**src/rtl/softshell_pkg.sv**
```systemverilog
// Shared types and constants for the softshell Wishbone arbitration logic.
package softshell_pkg;

    typedef enum logic {
        IDLE  = 1'b0,
        OWNED = 1'b1
    } arb_state_e;

    localparam int unsigned WB_TIMEOUT_W = 16;

    // Index width for an N-entry requester set; a single requester still needs one bit.
    function automatic int unsigned idx_width(input int unsigned n);
        return (n > 1) ? $clog2(n) : 1;
    endfunction

endpackage

```
**src/rtl/softshell_rr_picker.sv**
```systemverilog
// Combinational round-robin picker: first asserted request at or after ptr_i, wrapping.
module softshell_rr_picker
    import softshell_pkg::*;
#(
    parameter int unsigned N = 3,
    localparam int unsigned IDX_W = idx_width(N)
) (
    input  logic [N-1:0]     req_i,
    input  logic [IDX_W-1:0] ptr_i,
    output logic             any_o,
    output logic [N-1:0]     onehot_o,
    output logic [IDX_W-1:0] idx_o
);

    always_comb begin
        int unsigned j;
        logic [IDX_W-1:0] cand;
        any_o    = 1'b0;
        onehot_o = '0;
        idx_o    = '0;
        j        = 0;
        cand     = '0;
        for (int unsigned k = 0; k < N; k++) begin
            j = 32'(ptr_i) + k;
            if (j >= N) begin
                j = j - N;
            end
            cand = IDX_W'(j);
            if (!any_o && req_i[cand]) begin
                any_o           = 1'b1;
                idx_o           = cand;
                onehot_o[cand]  = 1'b1;
            end
        end
    end

endmodule

```
**src/rtl/softshell_wb_arbiter.sv**
```systemverilog
// Round-robin Wishbone arbiter sharing one slave fabric between NUM_MASTERS requesters,
// with a stall watchdog that answers err to the owner when the slave never acks.
module softshell_wb_arbiter
    import softshell_pkg::*;
#(
    parameter int unsigned NUM_MASTERS    = 3,
    parameter int unsigned ADDR_W         = 32,
    parameter int unsigned DATA_W         = 32,
    parameter int unsigned TIMEOUT_CYCLES = 255
) (
    input  logic                                 wb_clk_i,
    input  logic                                 wb_rst_i,
    input  logic [NUM_MASTERS-1:0]               m_cyc_i,
    input  logic [NUM_MASTERS-1:0]               m_stb_i,
    input  logic [NUM_MASTERS-1:0]               m_we_i,
    input  logic [NUM_MASTERS*(DATA_W/8)-1:0]    m_sel_i,
    input  logic [NUM_MASTERS*ADDR_W-1:0]        m_adr_i,
    input  logic [NUM_MASTERS*DATA_W-1:0]        m_dat_i,
    output logic [NUM_MASTERS-1:0]               m_ack_o,
    output logic [NUM_MASTERS-1:0]               m_err_o,
    output logic [DATA_W-1:0]                    m_dat_o,
    output logic                                 s_cyc_o,
    output logic                                 s_stb_o,
    output logic                                 s_we_o,
    output logic [(DATA_W/8)-1:0]                s_sel_o,
    output logic [ADDR_W-1:0]                    s_adr_o,
    output logic [DATA_W-1:0]                    s_dat_o,
    input  logic                                 s_ack_i,
    input  logic [DATA_W-1:0]                    s_dat_i,
    output logic [NUM_MASTERS-1:0]               grant_o,
    output logic                                 timeout_o
);

    localparam int unsigned SEL_W = DATA_W / 8;
    localparam int unsigned IDX_W = idx_width(NUM_MASTERS);
    localparam logic [WB_TIMEOUT_W-1:0] WDOG_LAST = WB_TIMEOUT_W'(TIMEOUT_CYCLES - 1);

    arb_state_e               state_q, state_d;
    logic [NUM_MASTERS-1:0]   grant_q, grant_d;
    logic [IDX_W-1:0]         owner_q, owner_d;
    logic [IDX_W-1:0]         rr_ptr_q, rr_ptr_d;
    logic [WB_TIMEOUT_W-1:0]  wdog_q, wdog_d;

    logic                     pick_any;
    logic [NUM_MASTERS-1:0]   pick_onehot;
    logic [IDX_W-1:0]         pick_idx;

    logic                     own_cyc, own_stb, own_we;
    logic [SEL_W-1:0]         own_sel;
    logic [ADDR_W-1:0]        own_adr;
    logic [DATA_W-1:0]        own_dat;
    logic                     owned, stalled, fire;

    softshell_rr_picker #(
        .N (NUM_MASTERS)
    ) u_picker (
        .req_i    (m_cyc_i),
        .ptr_i    (rr_ptr_q),
        .any_o    (pick_any),
        .onehot_o (pick_onehot),
        .idx_o    (pick_idx)
    );

    always_comb begin
        own_cyc = 1'b0;
        own_stb = 1'b0;
        own_we  = 1'b0;
        own_sel = '0;
        own_adr = '0;
        own_dat = '0;
        for (int unsigned i = 0; i < NUM_MASTERS; i++) begin
            if (IDX_W'(i) == owner_q) begin
                own_cyc = m_cyc_i[i];
                own_stb = m_stb_i[i];
                own_we  = m_we_i[i];
                own_sel = m_sel_i[i*SEL_W +: SEL_W];
                own_adr = m_adr_i[i*ADDR_W +: ADDR_W];
                own_dat = m_dat_i[i*DATA_W +: DATA_W];
            end
        end
    end

    // Reset gates the bus in the same cycle so a late slave ack never leaks through.
    assign owned   = (state_q == OWNED) && !wb_rst_i;
    assign stalled = owned && own_stb && !s_ack_i;
    assign fire    = stalled && (wdog_q == WDOG_LAST);

    assign s_cyc_o   = owned & own_cyc;
    assign s_stb_o   = owned & own_stb;
    assign s_we_o    = owned & own_we;
    assign s_sel_o   = owned ? own_sel : '0;
    assign s_adr_o   = owned ? own_adr : '0;
    assign s_dat_o   = owned ? own_dat : '0;
    assign m_dat_o   = s_dat_i;
    assign m_ack_o   = grant_q & {NUM_MASTERS{owned & own_stb & s_ack_i}};
    assign m_err_o   = grant_q & {NUM_MASTERS{fire}};
    assign timeout_o = fire;
    assign grant_o   = grant_q;

    always_comb begin
        state_d  = state_q;
        grant_d  = grant_q;
        owner_d  = owner_q;
        rr_ptr_d = rr_ptr_q;
        wdog_d   = wdog_q;
        case (state_q)
            IDLE: begin
                wdog_d = '0;
                if (pick_any) begin
                    state_d  = OWNED;
                    grant_d  = pick_onehot;
                    owner_d  = pick_idx;
                    rr_ptr_d = (pick_idx == IDX_W'(NUM_MASTERS - 1)) ? '0 : pick_idx + IDX_W'(1);
                end
            end
            OWNED: begin
                if (!own_cyc) begin
                    state_d = IDLE;
                    grant_d = '0;
                    wdog_d  = '0;
                end else if (stalled && !fire) begin
                    wdog_d = wdog_q + WB_TIMEOUT_W'(1);
                end else begin
                    wdog_d = '0;
                end
            end
        endcase
    end

    always_ff @(posedge wb_clk_i) begin
        if (wb_rst_i) begin
            state_q  <= IDLE;
            grant_q  <= '0;
            owner_q  <= '0;
            rr_ptr_q <= '0;
            wdog_q   <= '0;
        end else begin
            state_q  <= state_d;
            grant_q  <= grant_d;
            owner_q  <= owner_d;
            rr_ptr_q <= rr_ptr_d;
            wdog_q   <= wdog_d;
        end
    end

endmodule

```
**config.mk**
```make
export PLATFORM = sky130hd
export DESIGN_NAME = softshell_wb_arbiter
export DESIGN_NICKNAME = d
export VERILOG_FILES = /design/src/rtl/softshell_pkg.sv /design/src/rtl/softshell_rr_picker.sv /design/src/rtl/softshell_wb_arbiter.sv
export SDC_FILE = /design/constraint.sdc
export NUM_CORES = 1
export LEC_CHECK = 0
export ABC_AREA = 1
export BUFFER_PORTS_ARGS = -buffer_cell sky130_fd_sc_hd__buf_4
export CELL_PAD_IN_SITES_DETAIL_PLACEMENT = 0
export CELL_PAD_IN_SITES_GLOBAL_PLACEMENT = 1
export CORE_AREA = 2 2 139 141
export CTS_BUF_LIST = sky130_fd_sc_hd__clkbuf_4 sky130_fd_sc_hd__clkbuf_8 sky130_fd_sc_hd__clkbuf_16
export DETAILED_ROUTE_END_ITERATION = 8
export DIE_AREA = 0 0 141 143
export MAX_ROUTING_LAYER = met4
export PLACE_DENSITY = 0.76
export REMOVE_ABC_BUFFERS = 1
export SLEW_MARGIN = 20
export SYNTH_ARGS = -nofsm -noshare
export SYNTH_HDL_FRONTEND = slang
export SYNTH_HIERARCHICAL = 1
export SYNTH_SLANG_ARGS = --single-unit
```
**constraint.sdc**
```tcl
create_clock -name wb_clk_i -period 3.9 [get_ports wb_clk_i]
set_clock_uncertainty 0.15 [all_clocks]
set_input_delay 1.17 -clock wb_clk_i [delete_from_list [all_inputs] [get_ports wb_clk_i]]
set_output_delay 1.17 -clock wb_clk_i [all_outputs]
set_load 0.02 [all_outputs]
```
== Word-level counts from Yosys, hierarchy flattened ==
Index checks and enable logic that the tools add are counted.

* Register bits: 24
* Bits of input ports: 248

* Bitwise logic cells: 9
* Equal/unequal tests: 6
* Muxes and demuxes: 55
* Add/subtract/negate cells: 7
* Reduce and logical (&&, ||, !) cells: 18
* $lt $le $gt $ge: 9

{| class="wikitable"
|+ Operators by type and width
! cell !! count
|-
| two-way mux 32 bit || 8
|-
| two-way mux 16 bit || 2
|-
| one-hot mux 16 bit (2 select lines) || 1
|-
| two-way mux 1 bit || 20
|-
| adder 16 x 1 -> 16 bit, second input constant || 1
|-
| == test 16 x 8 -> 1 bit, second input constant || 1
|-
| two-way mux 4 bit || 4
|-
| two-way mux 3 bit || 5
|-
| two-way mux 2 bit || 7
|-
| logical AND 1 bit || 10
|-
| less-than comparator 2 x 3 -> 1 bit, second input constant || 3
|-
| AND 3 bit || 2
|-
| binary-select mux 1 bit (select 2 bit) || 3
|-
| demux 1 bit (select 2 bit) || 3
|-
| greater-or-equal comparator 2 x 1 -> 1 bit, second input constant || 3
|-
| greater-or-equal comparator 3 x 2 -> 1 bit, second input constant || 2
|-
| bitwise OR 3 bit || 2
|-
| one-hot mux 3 bit (2 select lines) || 1
|-
| subtractor 2 bit, second input constant || 3
|-
| zero test 1 bit || 5
|-
| AND 1 bit || 4
|-
| != test 2 bit, second input constant || 2
|-
| AND reduction 2 bit || 2
|-
| adder 2 x 1 -> 3 bit, second input constant || 1
|-
| 9 further kinds || 9
|}

== Longest topological paths before layout ==
Gate-level depths: netlist (run 1).

* Depth in word-level cells: 13
* Gate-level depth with buffers: 14
* Mapped depth without buffers: 14

== Hierarchy ==
Netlist (run 1), hierarchy kept.

{| class="wikitable"
|+ Modules (own cells, without submodules)
! module !! seq. area each (um^2) !! cells each !! area an instance (um^2) !! instances
|-
| softshell_wb_arbiter || 480.5 || 662 || 3253.1 || 1
|-
| softshell_rr_picker || 0.0 || 64 || 332.8 || 1
|}

== Least setup slack after synthesis (run 1) ==
No wires, ideal clock.

* Path kind: input-to-output
* Start point: in wb_rst_i
* End point: out m_err_o[0]
* Arrival time: 2.324 ns
* Required time: 2.580 ns
* Slack: 0.256 ns
* Stages on the path: 5
* Buffers on the path: 0
* Cell sequence: nor2_2 > nand2_1 > nor2_4 > nand2_1 > nor3_1

* Word-level cells in the longest chain between the ends: 6

{| class="wikitable"
|+ RTL lines
! element !! line !! source
|-
| start: declaration || softshell_wb_arbiter.sv:12 || <nowiki>input logic wb_rst_i,</nowiki>
|-
| zero test 1 bit || softshell_wb_arbiter.sv:84 || <nowiki>assign owned = (state_q == OWNED) && !wb_rst_i;</nowiki>
|-
| logical AND 1 bit || softshell_wb_arbiter.sv:84 ||
|-
| logical AND 1 bit (2 in series) || softshell_wb_arbiter.sv:85 || <nowiki>assign stalled = owned && own_stb && !s_ack_i;</nowiki>
|-
| logical AND 1 bit || softshell_wb_arbiter.sv:86 || <nowiki>assign fire = stalled && (wdog_q == WDOG_LAST);</nowiki>
|-
| AND 3 bit || softshell_wb_arbiter.sv:96 || <nowiki>assign m_err_o = grant_q & {NUM_MASTERS{fire}};</nowiki>
|-
| end: declaration || softshell_wb_arbiter.sv:20 || <nowiki>output logic [NUM_MASTERS-1:0] m_err_o,</nowiki>
|}

Every way passes these cells.

== Final worst setup path (run 1) ==
* Start point: in wb_rst_i
* End point: out m_err_o[2]

The elaborated chain is that of the path after synthesis.

==> metrics.md, run 1 <==
| Metric | Value |
|---|---|
| Congestion Overflow GR | `0` |
| Max Root-Sink Buffers | `2` |
| Area Growth Syn to Fin | `66.6%` |
| Finish-stage setup viols | `0` |
| Mux contribution to synthesized area | `0%` |
| Yosys warnings | `6` |
| Status | `finished clean` |
| CTS tree | `done` |
| Largest family of logic cells by synthesized area | `simple AND/OR/NAND/NOR gates` |
| Vias | `around 5000` |
| TNS Setup | `0 ps` |
| Post-CTS Setup Inserts | `0` |
| Drt pass-1 iters | `4` |
| Startpoint type of the worst setup path | `input port` |
| Final worst slack | `~380 ps` |
| # resized after CTS | `0` |
| Slew margin rel. | `between 70% and 80%` |
| Number of synthesized flops with an enable pin | `0` |
| RSZ-0062 raised after global routing | `false` |
| Worst slack at placement | `approximately 370 ps` |
| Critical Path RT | `approximately 2600 ps` |
| Crit path time final | `~3500 ps` |
| Most common cell after layout, fill and taps aside | `nand2_1` |
| Worst vdd ir | `around 0.18 mV` |
| Compound-Gate Fraction of Synth Area | `between 2 and 2.5%` |
| Crit path DAT | `roughly 2200 ps` |
| Sequential share of the synthesized area | `13.4%` |
| Post-synth ARST share | `0%` |
| Max cap viols | `0` |
| DRT Wirelength | `approximately 17 mm` |
| Initial antenna violation count | `0` |
| Total global routing track utilization | `roughly 16%` |
| Synth Instances | `726` |
| Hold Vio Cnt, Final | `0` |
| Die Span Y | `~140 um` |
| Top FF cell, synth | `dfxtp_1` |
| Core area | `~19000 um^2` |
| Avg Inst Size Synth | `4.94 um^2` |
| Global-route wire length before repair | `between 20 and 30 mm` |
| Crit path cell chain | `buf_4, nor2_4, nand2_1, nor2_4, nand2_1, nor3_1, buf_4` |
| Post-synthesis xor/xnor area fraction | `approximately 1.7%` |
| Clock Sinks | `24` |
| Final GP Congestion | `between 0.8 and 0.9` |
| Routed WL per cell | `14.3 um` |
| Seq cells post-synth | `24` |
| Slowest cell on the critical path | `nor2_4` |
| Adder-Cell Fraction of Synth Area | `2.09%` |
| Crit path max fanout | `5` |
| Post-DRT Antenna Nets | `0` |
| Vias in the first global route | `4828` |
| Port-buffer cells | `between 200 and 300` |
| DIE AREA | `around 20000 um^2` |
| Final Max Tran Viols | `0` |
| Layout cell share with drive strength beyond 1 | `roughly 33%` |
| CTS H-tree lvls | `1` |
| CP peak stage delay | `roughly 180 ps` |
| Hpwl dp | `14.0 mm` |
| Vias per cell | `~4.2` |
| DRT iter0 DRCs | `~240` |
| Nets | `between 1000 and 1500` |
| Synth cell types | `30` |
| CTS Root Cell | `clkbuf_16` |
| Ant diodes | `0` |
| Io pins | `361` |
| Die X | `around 140 um` |
| Num rows | `50` |
| Leakage power | `around 0.0035 uW` |
| PwrDens | `between 400 and 500 nW/um^2` |
| Cell Area, Placed | `5870 um^2` |
| DRC | `0` |
| Final Instance Area | `5970 um^2` |
| Hold Crit Class | `reg2reg` |
| Clock transition at path regs | `~60 ps` |
| Mapped Area | `around 3600 um^2` |
| Hold_ws | `between 300 and 400 ps` |
| Clk_lat worst skew | `approximately 260 ps` |
| Starting Density | `about a fifth` |
| Worst slew pin tran | `406 ps` |
| Max Freq | `between 200 and 300 MHz` |
| Final Power | `approximately 2900 uW` |
| Hold_buf cts | `0` |
| CTS Buf Count | `3` |
| Largest net degree at the start of global routing | `slightly above 70` |
| Commonest non-fill, non-tap cells in the layout | `nand2_1, buf_4, inv_1` |
| Fin crit share | `about nine tenths` |
| Setup CP Type | `in2out` |
| Crit. End Element | `output pin` |
| Simple-Gate Fraction of Synth Area | `around three fifths` |
## power by group
part	switching (uW)	total, uW	internal [uW]	leakage [uW]
logic	1390	2260	866	0.00329
registers	41.0	320	279	0.000195
clock network	96.8	301	204	0.0000511
total	1530	2880	1350	0.00353
## routing by layer
metal	GRT usage, %	vias up	wire length [um]
li1	-	2636	-
met1	19.4	2263	7220
met2	28.9	199	8830
met3	4.33	10	1140
met4	1.42	0	81
met5	-	-	0
## cell type report
class	instances	area, um^2
fillers	2154	12600
well taps	234	293
clock inverters	1	30.0
clock buffers	3	75.1
repair buffers	303	2340
multi-input cells	532	2350
inverters	109	409
flip-flops and latches	24	480
## cell usage after synthesis, types with 6 or more instances
| master | instances | share of area [%] |
|---|---|---|
| buf_1 | 9 | 0.94 |
| buf_2 | 7 | 0.98 |
| buf_4 | 32 | 6.7 |
| clkbuf_1 | 13 | 1.4 |
| dfxtp_1 | 24 | 13 |
| ha_1 | 6 | 2.1 |
| inv_1 | 103 | 11 |
| inv_2 | 6 | 0.63 |
| nand2_1 | 349 | 37 |
| nand3_1 | 90 | 13 |
| nand4_1 | 9 | 1.6 |
| nor2_1 | 43 | 4.5 |
## critical path, delay by kind of cell
family | cells | cell delay (ps)
simple gates | 5 | 740
buf+inv | 2 | 300
## path summary, 6_finish.rpt
check                                  from     endpoint  slack [ps]  cells after the start
worst min register to register    wdog_q[0]    wdog_q[0]         310                      1
worst max-delay path               wb_rst_i   m_err_o[2]         380                      7
worst min-delay path              wdog_q[0]    wdog_q[0]         310                      1
worst max register to register  rr_ptr_q[0]  rr_ptr_q[0]        1530                     10
## sequential cells by signal (all words and copies together), names as in the netlist
| name | flops |
|---|---|
| grant_o | 3 |
| owner_q | 2 |
| rr_ptr_q | 2 |
| state_q | 1 |
| wdog_q | 16 |
## cells by family after synthesis
kind of cell,Yosys count
flip-flops,24
adder cells (fa/ha/maj),6
XOR/XNOR,7
AO/OA/AOI/OAI,10
buffers and inverters,170
AND/OR/NAND/NOR,509
## metrics by stage
stage | instances | utilization (%)
finish | 1206 | 32.1
global route | 1206 | 32.1
CTS | 1206 | 32.1
detailed placement | 1202 | 31.6
global placement | 1202 | 31.6
floorplan | 665 | -
(Power assumes the default switching activity.)
==> run 2, diff against run 1 <==
- PLACE_DENSITY: 0.76 -> 0.81
==> run 2 against run 1 <==
Combinational power down 3%. First-iteration DRC count down 18%. Total power down 4.0%. Cell count about the same. Final area down 0.78%. Core utilization down 0.25 points. Flip-flop and latch count unchanged. Register-to-register slack worse by 40 ps. Sequential power about the same. Sequential share of layout area up 0.063 points. Critical endpoint unchanged. Highest routed layer unchanged.
==> metrics.md, run 2 (synthesized netlist as in run 1, its figures left out) <==
| Metric | Value |
|---|---|
| Status | `finished clean` |
| Starting Density | `19.3% (unchanged)` |
| Max Freq | `280 MHz (-1.4%)` |
| Routed WL per cell | `13.7 um (-4.5%)` |
| PwrDens | `466 nW/um^2 (-3.3%)` |
| Initial antenna violation count | `0 (unchanged)` |
| DRT iter0 DRCs | `195 (-18%)` |
| Top reg by flops | `wdog_q` |
| Largest register FFs | `16 (unchanged)` |
| Hold Vio Cnt, Final | `0 (unchanged)` |
| Crit path DAT | `2250 ps (+50 ps)` |
| Largest net degree at the start of global routing | `44 (-38%)` |
| Post-DRT Antenna Nets | `0 (unchanged)` |
| Hold path depth | `1 (unchanged)` |
| DRT Wirelength | `16.5 mm (-4.5%)` |
| Finish-stage setup viols | `0 (unchanged)` |
| Vias | `5171 (+1.2%)` |
| Hpwl dp | `13.3 mm (-5.0%)` |
| Setup CP Type | `in2out` |
| Hold_ws | `315 ps (+0.686 ps)` |
| Crit path time final | `3570 ps (+48.4 ps)` |
| Total global routing track utilization | `15.3% (-1.1 points)` |
| DRC | `0 (unchanged)` |
| R2r startpoint | `rr_ptr_q[0]` |
| CTS Root Cell | `clkbuf_16` |
| Final GP Congestion | `0.804 (-1.9%)` |
| Worst vdd ir | `0.283 mV (+59%)` |
| Commonest non-fill, non-tap cells in the layout | `nand2_1, buf_4, inv_1` |
| Final Max Tran Viols | `0 (unchanged)` |
| Ant diodes | `0 (unchanged)` |
| Die Span Y | `143 um (unchanged)` |
| Crit. End Element | `output pin` |
| Congestion Overflow GR | `0 (unchanged)` |
| CTS H-tree lvls | `1 (unchanged)` |
| Max Root-Sink Buffers | `2 (unchanged)` |
| Worst R2R End | `rr_ptr_q[0]` |
| Fin crit share | `91.6% (+1.2 points)` |
| Io pins | `361 (unchanged)` |
| TNS Setup | `0 ps (unchanged)` |
| Hold_buf cts | `0 (unchanged)` |
| Post-CTS Setup Inserts | `0 (unchanged)` |
| Clk_lat worst skew | `260 ps (about the same)` |
| Vias in the first global route | `4753 (-1.6%)` |
| # resized after CTS | `0 (unchanged)` |
| DIE AREA | `20200 um^2 (unchanged)` |
| Startpoint type of the worst setup path | `input port` |
| Worst slew pin tran | `494 ps (+87.4 ps)` |
| Final Instance Area | `5930 um^2 (-0.78%)` |
| Port-buffer cells | `296 (unchanged)` |
| Clock transition at path regs | `60 ps (about the same)` |
| Drt pass-1 iters | `5 (+1)` |
| Num rows | `50 (unchanged)` |
| Leakage power | `0.00352 uW (-0.38%)` |
| Die X | `141 um (unchanged)` |
| Max cap viols | `0 (unchanged)` |
| Clock Sinks | `24 (unchanged)` |
| Number of cells on the worst reg-to-reg path | `10 (unchanged)` |
| Hold Crit Class | `reg2reg` |
| Slew margin rel. | `67.1% (-5.7 points)` |
| Most common cell after layout, fill and taps aside | `nand2_1` |
| Vias per cell | `4.28 (+1.1%)` |
| Hold Path End | `wdog_q[0]` |
| Area Growth Syn to Fin | `65.3%` |
| Global-route wire length before repair | `24.2 mm (-5.6%)` |
| Core area | `18600 um^2 (unchanged)` |
| R2r setup slk | `1490 ps (-40 ps)` |
| Hold path start | `wdog_q[0]` |
| Layout cell share with drive strength beyond 1 | `33.5% (+0.068 points)` |
| RSZ-0062 raised after global routing | `false` |
| Critical Path RT | `2580 ps (about the same)` |
| Nets | `1228 (+0.081%)` |
| CTS Buf Count | `3 (unchanged)` |
| CTS tree | `done` |
| Crit path max fanout | `5 (unchanged)` |
| Cell Area, Placed | `5840 um^2 (-0.51%)` |
| Final Power | `2760 uW (-4.0%)` |
run 2: changes by cell type in the layout (fill, tap and decap cells not counted), sizes merged:
cell    before  now
clkbuf       3    4
buf        303  304
bufinv       1    0
run 2: layout make-up:
class                   instances  area (um^2)
fillers                      2139        12700
multi-input cells             532         2350
repair buffers                304         2310
flip-flops and latches         24          480
inverters                     109          409
well taps                     234          293
clock buffers                   4         88.8
run 2: worst max-delay path: stages:
cell and delay, ps:
buf_4 140, nor2_4 200, nand2_1 120, nor2_4 170
nand2_1 120, nor3_1 160, buf_4 170
run 2: metal layers:
layer	part of all wire, %	track usage [%]	wire [um]	vias to the layer above
met5	0	-	0	-
met4	2.0	2.79	335	0
met1	42	18.5	6960	2280
met2	49	25.7	8010	222
li1	-	-	-	2643
met3	7.2	4.33	1200	26
run 2: worst max-delay path by stage:
stage	start	end	slack, ps	depth (start not counted)
3_5_place_dp	wb_rst_i	m_err_o[2]	320	7
2_1_floorplan	wb_rst_i	m_err_o[0]	-1080	5
4_1_cts	wb_rst_i	m_err_o[2]	320	7
6_report	wb_rst_i	m_err_o[2]	330	7
5_1_grt	wb_rst_i	m_err_o[2]	260	7
3_3_place_gp	wb_rst_i	m_err_o[0]	350	7
run 2: where the power goes:
group | internal (uW) | total (uW) | switching (uW)
logic | 830 | 2200 | 1370
clock network | 157 | 245 | 87.9
registers | 279 | 320 | 40.7
run 2: metrics by stage:
step	worst slack (ps)	util, %	std cells
2_1_floorplan	-1080	-	665
3_3_place_gp	351	31.4	1203
3_5_place_dp	321	31.4	1203
4_1_cts	323	31.9	1207
5_1_grt	256	31.9	1207
6_report	329	31.9	1207
